## src/rtl/serial_adder_ctrl.sv

```systemverilog
// Bit-serial adder controller: one full-adder cell sequenced LSB-first over WIDTH cycles.
// Optional subtract mode enabled by defining SERIAL_ADD_SUB_EN.
module serial_adder_ctrl #(
    parameter int WIDTH = 8
) (
    input  logic             clk,
    input  logic             rst,
    input  logic             start,
    input  logic [WIDTH-1:0] a,
    input  logic [WIDTH-1:0] b,
    input  logic             cin,
`ifdef SERIAL_ADD_SUB_EN
    input  logic             sub,
`endif
    output logic             ready,
    output logic             busy,
    output logic             done,
    output logic [WIDTH-1:0] sum,
    output logic             cout
);

    localparam int CNT_W = $clog2(WIDTH);
    localparam logic [CNT_W-1:0] LAST_BIT = CNT_W'(WIDTH - 1);

    typedef enum logic [1:0] {
        S_IDLE,
        S_RUN,
        S_DONE
    } state_t;

    state_t           state_q, state_d;
    logic [WIDTH-1:0] a_q, a_d;
    logic [WIDTH-1:0] b_q, b_d;
    logic [WIDTH-1:0] sum_q, sum_d;
    logic             carry_q, carry_d;
    logic             cout_q, cout_d;
    logic [CNT_W-1:0] cnt_q, cnt_d;

    logic [WIDTH-1:0] b_load;
    logic             carry_load;
    logic             cell_s;
    logic             cell_c;

    // Subtraction is a + ~b + 1: invert B on load and force the carry-in.
`ifdef SERIAL_ADD_SUB_EN
    assign b_load     = sub ? ~b : b;
    assign carry_load = sub ? 1'b1 : cin;
`else
    assign b_load     = b;
    assign carry_load = cin;
`endif

    assign cell_s = a_q[0] ^ b_q[0] ^ carry_q;
    assign cell_c = (a_q[0] & b_q[0]) | (carry_q & (a_q[0] ^ b_q[0]));

    always_comb begin
        // NOTE: every signal gets a default first so no path leaves it unassigned (no latch).
        state_d = state_q;
        a_d     = a_q;
        b_d     = b_q;
        sum_d   = sum_q;
        carry_d = carry_q;
        cout_d  = cout_q;
        cnt_d   = cnt_q;
        ready   = 1'b0;
        busy    = 1'b0;
        done    = 1'b0;

        unique case (state_q)
            S_IDLE: begin
                ready = 1'b1;
                if (start) begin
                    a_d     = a;
                    b_d     = b_load;
                    carry_d = carry_load;
                    cnt_d   = '0;
                    sum_d   = '0;
                    cout_d  = 1'b0;
                    state_d = S_RUN;
                end
            end
            S_RUN: begin
                busy          = 1'b1;
                sum_d[cnt_q]  = cell_s;
                carry_d       = cell_c;
                a_d           = a_q >> 1;
                b_d           = b_q >> 1;
                if (cnt_q == LAST_BIT) begin
                    cout_d  = cell_c;
                    state_d = S_DONE;
                end else begin
                    cnt_d = cnt_q + 1'b1;
                end
            end
            S_DONE: begin
                done    = 1'b1;
                state_d = S_IDLE;
            end
            default: state_d = S_IDLE;
        endcase
    end

    // NOTE: sequential state uses non-blocking assignments only; rst is sampled on the clock edge.
    always_ff @(posedge clk) begin
        if (rst) begin
            state_q <= S_IDLE;
            a_q     <= '0;
            b_q     <= '0;
            sum_q   <= '0;
            carry_q <= 1'b0;
            cout_q  <= 1'b0;
            cnt_q   <= '0;
        end else begin
            state_q <= state_d;
            a_q     <= a_d;
            b_q     <= b_d;
            sum_q   <= sum_d;
            carry_q <= carry_d;
            cout_q  <= cout_d;
            cnt_q   <= cnt_d;
        end
    end

    assign sum  = sum_q;
    assign cout = cout_q;

endmodule

```

## config.mk

```make
export PLATFORM = sky130hd
export DESIGN_NAME = serial_adder_ctrl
export DESIGN_NICKNAME = d
export VERILOG_FILES = /design/src/rtl/serial_adder_ctrl.sv
export SDC_FILE = /design/constraint.sdc
export NUM_CORES = 1
export LEC_CHECK = 0
export BUFFER_PORTS_ARGS = -buffer_cell sky130_fd_sc_hd__buf_4
export CORE_AREA = 2 2 58 60
export DETAILED_ROUTE_END_ITERATION = 10
export DIE_AREA = 0 0 60 62
export PLACE_DENSITY = 0.73
export SLEW_MARGIN = 20
export SYNTH_ARGS = -nofsm -noshare
export SYNTH_HDL_FRONTEND = slang
export SYNTH_SLANG_ARGS = --single-unit
```

## constraint.sdc

```tcl
create_clock -name clk -period 2.7 [get_ports clk]
set_input_delay 0.81 -clock clk [delete_from_list [all_inputs] [get_ports clk]]
set_output_delay 0.81 -clock clk [all_outputs]
set_load 0.03 [all_outputs]
```

==> metrics.md <==
| Metric | Value |
|---|---|
| RSZ-0062 raised after global routing | `false` |
| Starting Density | `47.50%` |
| Drt total wl | `3036 µm` |
| Synth Warn # | `0` |
| Worst-Skew Late Latency | `0.33 ns` |
| Crit path capture type | `primary output` |
| Core ar. | `3179 µm²` |
| Initial antenna violation count | `0` |
| Vias in the first global route | `1,047` |
| Pin count of the biggest net entering global routing | `29` |
| Status | `finished, final reports clean` |
| Clock Sinks | `31` |
| Rel. slew slack | `63.87%` |
| Drt pass-1 iters | `4` |
| Min-delay worst type | `flop to flop` |
| H-tree levels | `2` |
| Row cnt | `21` |
| Top cells by count, synth | `31 x dfxtp_1, 20 x nor2_1, 16 x a211oi_1` |
| Slowest library cell on the worst path | `dfxtp_1` |
| Clk_skew | `0.007026 ns` |
| Total die area | `3720 µm²` |
| Residual DRC | `0` |
| CP Class | `flop to primary output` |
| Synth cell types | `34` |
| Largest area contributor in the synthesized netlist | `dfxtp_1` |
| Syn Nets | `183` |
| Top-area cell type share of the netlist area | `41.09%` |
| # IOs | `32` |
| Most common cell in the synthesized netlist | `dfxtp_1` |
| Async SR Flop Fraction | `0%` |
| Worst setup SP type | `flop` |
| First-pass GRT wire length | `4761 µm` |
| N_diodes | `0` |
| Clk pin slew, worst setup/hold paths | `0.10 ns` |
| Worst EP required | `1.89 ns` |
| Max Cap Violations | `0` |
| Final min period | `2.119 ns` |
| Gate count after technology mapping | `160` |
| Worst IR Drop VDD | `0.2644 mV` |
| Via density | `5.380` |
| Layout cells sized above 1 | `27.66%` |
| Die H | `62 µm` |
| Post-Synthesis Cell Area | `1510 µm²` |
| Number of synthesized flops with an enable pin | `0` |
| Cts bufs inserted | `5` |
| Root Driver | `clkbuf_4` |
| Actual slew at the worst max-slew pin | `0.5408 ns` |
| Drt initial violations | `51` |
| HPWL after detailed placement | `2148 µm` |
| Endpoints failing setup | `0` |
| Leakage | `0.7168 nW` |
| Port Buf Inserts | `31` |
| Post-CTS Hold Fix Bufs | `0` |
| Post CTS Setup Buffer Count | `0` |
| Antenna viol nets, final | `0` |
| Maximum clock rate | `0.4719 GHz` |
| Avg Cell Area, Syn | `9.439 µm²` |
| Final Hold Viols | `0` |
| CP arrival | `1.31 ns` |
| Critical path cell sequence | `nor2b_1 -> buf_4` |
| Max Slew Vio Count | `0` |
| Global-route usage over all layers | `17.47%` |
| P&R area growth vs syn | `17.56%` |
| CTS max path bufs | `2` |
| Global route overflow | `0` |
| Power per Cell Area | `537.7 nW/µm²` |
| Vias post-DR | `1,259` |
| CP top delay family | `flip-flops` |
| TritonCTS clock tree | `yes` |
| Max FO, Critical Path | `14` |
| Sequential share of the synthesized area | `41.09%` |
| Final net count | `210` |
| Final period utilization | `78.48%` |
| CP Buf/Inv Count | `1` |
| Post-Route Setup TNS | `0 ns` |
| Post-cts gate resize count | `0` |
| Top FF cell, synth | `dfxtp_1` |
| WL per Instance | `12.97 µm` |
| FF+latch count, synth | `31` |
| Ranking of synthesized cells by area | `dfxtp_1 41%, mux2i_1 9.3%, a211oi_1 8.0%` |
| Core Util, Final | `55.84%` |
| RD Place Congestion | `0.7899` |
| CP max stage delay | `0.62 ns` |
| Width of the die | `60 µm` |
state kept, by name, summed over array words and instances (netlist names):
signal and count:
cnt_q 3, sum 8, cout 1, state_q 2, carry_q 1, a_q 8
b_q 8
cells in the final DEF (no fill, tap or decap):
cell      netlist  routed
ha_1            2       2
or3b_2          1       1
nor2_2          1       1
and3b_2         1       1
a31oi_1         3       3
nand3b_1        2       2
a21oi_1         2       2
clkbuf_8        0       2
nand3_1         6       6
a31o_1          4       4
nor4_1          1       1
nor3b_1         1       1
nor3_1          7       7
a31o_2          5       5
a22oi_1         2       2
nor4_2          1       1
nor4b_1         1       1
clkbuf_1        2       1
mux2i_1        14      14
nor2b_1         4       4
o21bai_1        1       1
or3b_4          1       1
nand2_1        11      11
or2_1           1       1
clkbuf_4        0       5
dfxtp_1        31      31
nor2_1         20      20
o21ba_2         1       1
inv_1           3       3
a211oi_1       16      16
nand2b_1        2       2
buf_4           0      33
nor3b_2         1       1
fa_1            1       1
through the flow:
| stage | hold slack [ns] | std cells | area, µm² | power [mW] | worst slack (ns) |
|---|---|---|---|---|---|
| finish | 0.4913 | 234 | 1775 | 0.9547 | 0.5810 |
| global route | 0.5161 | 234 | 1775 | 1.009 | 0.4792 |
| CTS | 0.4939 | 234 | 1775 | 0.9657 | 0.5845 |
| detailed placement | 0.4718 | 226 | 1707 | 0.6569 | 0.8761 |
| global placement | 0.4625 | 226 | 1707 | 0.6500 | 0.9180 |
| floorplan | 0.4518 | 160 | 1510 | 0.6239 | 0.6829 |
worst paths after layout:
check                                             start  depth (start not counted)                  end  slack [ns]
worst max-delay path            state_q[1]$_SDFFE_PP0P_                          2                 done        0.58
worst min-delay path                sum[0]$_SDFFE_PP0P_                          1  sum[0]$_SDFFE_PP0P_        0.49
worst min register to register      sum[0]$_SDFFE_PP0P_                          1  sum[0]$_SDFFE_PP0P_        0.49
worst max register to register      a_q[0]$_SDFFE_PP0P_                          5  sum[4]$_SDFFE_PP0P_        0.98
cell type report:
cell class	count	area, µm²
Inverter	3	11.26
Tap cell	46	57.56
Sequential cell	31	620.6
Timing Repair Buffer	33	247.7
Multi-Input combinational cell	113	769.5
Fill cell	306	1404
Clock buffer	8	68.82
per-layer routing:
metal | routed length (µm) | global-route usage [%]
met5 | 0 | 0
met4 | 56 | 6.667
met3 | 220 | 6.211
met2 | 1301 | 25.31
met1 | 1458 | 23.85
worst register-to-register path, stage by stage, from the launching register on:
cell	delay [ns]
dfxtp_1	0.34
inv_1	0.06
fa_1	0.48
or2_1	0.35
nor4_1	0.30
a31o_2	0.15
logic make-up after synthesis:
family / share of synthesized area (%)
compound gates: 17.23
fa+ha+maj: 2.982
buf+inv: 7.953
flops: 41.09
mux: 9.279
simple gates: 21.46
power breakdown:
part	leakage, nW	internal, mW	switching [mW]
logic	0.424	0.0673	0.0778
registers	0.254	0.483	0.0182
clock network	0.0386	0.153	0.155
total	0.717	0.703	0.251
No activity file was read; power rests on OpenSTA's default activity.
